**config.mk**
```make
export PLATFORM = sky130hd
export DESIGN_NAME = i2s_tx_ser
export DESIGN_NICKNAME = d
export VERILOG_FILES = /design/src/rtl/i2s_tx_ser.sv
export SDC_FILE = /design/constraint.sdc
export NUM_CORES = 1
export LEC_CHECK = 0
export ABC_AREA = 1
export BUFFER_PORTS_ARGS = -buffer_cell sky130_fd_sc_hd__buf_2
export CORE_UTILIZATION = 50
export CTS_CLUSTER_SIZE = 30
export DETAILED_ROUTE_END_ITERATION = 10
export PLACE_DENSITY_LB_ADDON = 0.12
export SLEW_MARGIN = 10
export SYNTH_ARGS = -nofsm -noshare
export SYNTH_HDL_FRONTEND = slang
export SYNTH_SLANG_ARGS = --single-unit
export TNS_END_PERCENT = 10
```
**constraint.sdc**
```tcl
create_clock -name aud_clk_i -period 6.6 [get_ports aud_clk_i]
set_input_delay 1.65 -clock aud_clk_i [delete_from_list [all_inputs] [get_ports aud_clk_i]]
set_output_delay 1.65 -clock aud_clk_i [all_outputs]
set_load 0.02 [all_outputs]
```
**src/rtl/i2s_tx_ser.sv**
```systemverilog
// I2S (Philips) transmit serializer with one-word holding register; optional underrun counter via I2S_TX_UDR_CNT_EN.
// Latency: accepted word goes out on the next channel slot. Backpressure: ready_o low while a word is held.
module i2s_tx_ser #(
  parameter int DATA_WIDTH = 32,
  parameter int PSCR_WIDTH = 16
) (
  input  logic                  aud_clk_i,
  input  logic                  aud_rst_i,
  input  logic                  en_i,
  input  logic                  pol_i,
  input  logic [PSCR_WIDTH-1:0] pscr_i,
  input  logic [DATA_WIDTH-1:0] data_i,
  input  logic                  valid_i,
  output logic                  ready_o,
  output logic                  sck_o,
  output logic                  ws_o,
  output logic                  sd_o,
  output logic                  udr_o
`ifdef I2S_TX_UDR_CNT_EN
  ,
  output logic [15:0]           udr_cnt_o
`endif
);

  localparam int BW = $clog2(DATA_WIDTH);
  localparam logic [BW-1:0] LAST_BIT = BW'(DATA_WIDTH - 1);

  logic [PSCR_WIDTH-1:0] div_cnt;
  logic                  sck_q;
  logic [DATA_WIDTH-1:0] shreg;
  logic [DATA_WIDTH-1:0] hold_q;
  logic                  hold_vld;
  logic [BW-1:0]         bit_cnt;
  logic                  ws_q;
  logic                  sd_q;
  logic                  udr_q;

  logic run;
  logic half_done;
  logic fall;
  logic load;
  logic accept;
  logic udr_set;

  // Everything is gated by run so a dropping enable never completes a pending event.
  assign run       = en_i && !aud_rst_i;
  assign half_done = (div_cnt >= pscr_i);
  assign fall      = run && half_done && sck_q;
  assign load      = fall && (bit_cnt == LAST_BIT);
  assign ready_o   = run && !hold_vld;
  assign accept    = valid_i && ready_o;
  assign udr_set   = load && !hold_vld;

  always_ff @(posedge aud_clk_i) begin
    if (!run) begin
      div_cnt  <= '0;
      sck_q    <= 1'b0;
      ws_q     <= 1'b1;
      sd_q     <= 1'b0;
      shreg    <= '0;
      bit_cnt  <= LAST_BIT;
      hold_vld <= 1'b0;
      udr_q    <= 1'b0;
    end else begin
      if (half_done) begin
        div_cnt <= '0;
        sck_q   <= ~sck_q;
      end else begin
        div_cnt <= div_cnt + 1'b1;
      end

      udr_q <= udr_set;

      // The LSB leaves together with the WS change, so the new MSB follows one SCK later.
      if (fall) begin
        sd_q <= shreg[DATA_WIDTH-1];
        if (load) begin
          ws_q    <= ~ws_q;
          bit_cnt <= '0;
          shreg   <= hold_vld ? hold_q : '0;
        end else begin
          shreg   <= {shreg[DATA_WIDTH-2:0], 1'b0};
          bit_cnt <= bit_cnt + 1'b1;
        end
      end

      if (accept) begin
        hold_q   <= data_i;
        hold_vld <= 1'b1;
      end else if (load) begin
        hold_vld <= 1'b0;
      end
    end
  end

  assign sck_o = sck_q ^ pol_i;
  assign ws_o  = ws_q;
  assign sd_o  = sd_q;
  assign udr_o = udr_q;

`ifdef I2S_TX_UDR_CNT_EN
  logic [15:0] udr_cnt_q;

  // Survives enable toggling; only reset clears the count.
  always_ff @(posedge aud_clk_i) begin
    if (aud_rst_i) begin
      udr_cnt_q <= '0;
    end else if (udr_set && (udr_cnt_q != 16'hFFFF)) begin
      udr_cnt_q <= udr_cnt_q + 1'b1;
    end
  end

  assign udr_cnt_o = udr_cnt_q;
`else
  // Counter not built in this configuration.
`endif

endmodule

```
==> metrics.txt <==
status completed; Mapped Avg Cell Area 8.00 um2; Slew HR around 29%; Setup Crit Path Kind in2out; Synth Cell Area 4250 um2; Die X around 94 um; Die Height approximately 94 um; vias per cell 4.86; Top Layer Used met4; I/O Buffers 57; top cell type's share of synthesized area around 27%; Synth area leaders dfxtp_1 (27%), edfxtp_1 (23%), nand2_1 (9.4%); # IOs between 50 and 60; Metal-1 WL around 3500 um; clock skew about 0.0093 ns; post-route ant nets 0; CTS clk-pin slew, worst paths 0.09 ns; wire per inst approximately 11 um; FFs w/ async S/R, synth 0%; Placed Area ~4600 um2; worst slew pin tran around 1.1 ns; pins over their slew limit 0; Post-synth EDFFs 32; synthesized instance count between 500 and 600; DR WL met2 roughly 3600 um; min cycle time layout 4.43 ns; CP Buf/Inv Count 4; Max VDD drop approximately 0.00015 V; met3 wire length approximately 220 um; final layout net count between 600 and 700; number of distinct library cells after synthesis 32; static leakage 2.26 nW; Power Internal about 740 uW; total track usage 17.9%; setup bufs post-CTS 0; number of buffers created by CTS 9; CP max-delay cell buf_4; vias post-DR 3349; Hold Fails Final Rpt 0; Fmax achieved around 230 MHz; CTS tree yes; PwrDens just over 200 nW/um2; largest area contributor in the netlist dfxtp_1; HPWL after DPL just under 5000 um; Worst Setup End Kind output pin; syn_nets ~600; RD Place Congestion 0.780; yosys warns 0; CTS max path bufs 2; P_sw around 240 uW; number of hold buffers added after CTS 0; most frequent cell after synthesis nand2_1; sequential share of the synthesized area approximately half; vias in the first global route slightly below 3000; CP dominant cell by count buf_2; Area Growth Syn to Fin 11.6%; power share of the sequential group approximately three fifths; Clock Tree Root clkbuf_8; DR iter-0 viols 124; Starting Density ~52%; Clock Sinks 90; H-tree lvl count 3; design area ~4700 um2; Max Cap Viol 0; row count 33; setup TNS 0 ns; ys flop type dfxtp_1; clock share of power between 30% and 40%; Startpoint Class primary input; Comb pwr share 5.1%; drt pass-1 iters 5; sw frac between 20% and 30%; DR DRC count 0; Final period util roughly 67%; GRT overflow 0; CTS resizes 0; pin count of the biggest net entering global routing between 70 and 80; crit path DAT 2.78 ns; crit-path max FO 42; global-route wire length before repair around 12000 um; Post-synth top cells nand2_1 (106), nor2_1 (85), inv_1 (72), dfxtp_1 (58), nand3_1 (45); worst skew pair latency between 0.3 and 0.4 ns; Critical Path RT between 4 and 5 ns; Die ar. approximately 8900 um2; hold crit path type reg2reg; final setup violation count 0; fin util between 50 and 60%; Ant. Diodes 0; layout cells sized above 1 16.1%; RSZ-0062 raised after global routing no; crit-path cells buf_2, nor2_4, buf_4, inv_2, nor2_1, buf_2; CP peak stage delay 0.40 ns; final WL ~7400 um; cell family with most CP delay buffers and inverters; Worst Slack Setup Final approximately 2.2 ns; Power Total around 980 uW; synthesis-stage register bit count 90; pre-CTS setup slack between 2 and 2.5 ns; initial antenna violation count 0; CORE AREA 8220 um2
==> layout make-up <==
| class | count | area, um2 |
|---|---|---|
| Clock buffer | 9 | 124 |
| Clock inverter | 7 | 52.6 |
| Fill cell | 776 | 3470 |
| Inverter | 76 | 285 |
| Multi-Input combinational cell | 342 | 1720 |
| Sequential cell | 90 | 2120 |
| Tap cell | 105 | 131 |
| Timing Repair Buffer | 60 | 308 |
==> worst register-to-register path: cells and delay by family, from the launching register on <==
kind            cells  cell delay (ns)
compound gates      2             0.39
flops               1             0.42
simple gates        7             1.05
buf+inv             1             0.06
fa+ha+maj           1             0.28
==> registers in the layout, indices dropped and copies added (netlist names) <==
name      flops
sck_q         1
ws_o          1
hold_q       32
sd_o          1
bit_cnt       5
udr_o         1
shreg        32
div_cnt      16
hold_vld      1
==> worst paths after layout <==
kind	startpoint	endpoint	slack [ns]	cells after the start
max	aud_rst_i	ready_o	2.17	6
min	shreg[0]	shreg[0]	0.49	2
max reg2reg	div_cnt[0]	bit_cnt[0]	4.27	11
min reg2reg	shreg[0]	shreg[0]	0.49	2
==> per-stage QoR <==
step / hold WS, ns / instances
global route: 0.493 / 689
CTS: 0.486 / 689
detailed placement: 0.464 / 673
finish: 0.486 / 689
global placement: 0.463 / 673
floorplan: 0.440 / 532
==> kinds of logic (layout without fill, tap and decap cells) <==
family,Yosys count,after routing,synth area share (%)
adders and majority gates,19,19,5.59
AOI/OAI and AO/OA,53,53,6.38
DFF,90,90,49.9
and+or+nand+nor,263,263,26.9
buffers and inverters,100,152,9.85
xor gates and xnor gates,7,7,1.44
==> power groups by stage <==
| stage | logic, mW | registers (mW) | clock network [mW] |
|---|---|---|---|
| 3_5_place_dp | 0.0507 | 0.597 | 0 |
| 3_3_place_gp | 0.0491 | 0.597 | 0 |
| 6_report | 0.0498 | 0.584 | 0.344 |
| 2_1_floorplan | 0.0286 | 0.596 | 0 |
| 5_1_grt | 0.0567 | 0.585 | 0.375 |
| 4_1_cts | 0.0509 | 0.584 | 0.358 |
==> cell usage in the layout (no fill, tap or decap), types with 2 or more instances in the layout <==
cell type	Yosys	layout
clkinv_1	0	2
ha_1	19	18
inv_2	4	4
xor2_1	4	4
inv_6	0	2
nand2_1	106	106
a21oi_1	12	12
xnor2_1	3	3
clkbuf_8	0	9
a31oi_1	2	2
nor3_2	2	2
nor3b_1	2	2
or2_2	3	3
edfxtp_1	32	32
o21ai_1	7	7
buf_2	8	57
nor2_1	85	84
o21ai_0	31	31
nand4_1	7	7
dfxtp_1	58	58
nor2_4	1	2
buf_4	1	3
nor3_1	3	3
nor2_2	4	4
nand3_1	45	45
inv_1	72	72
==> layer usage <==
metal  vias up  track usage [%]
met2        54             31.0
met3        10             2.67
li1       1782                -
met4         0             7.69
met5         -                0
met1      1503             22.0
No activity file was read; power rests on OpenSTA's default activity.
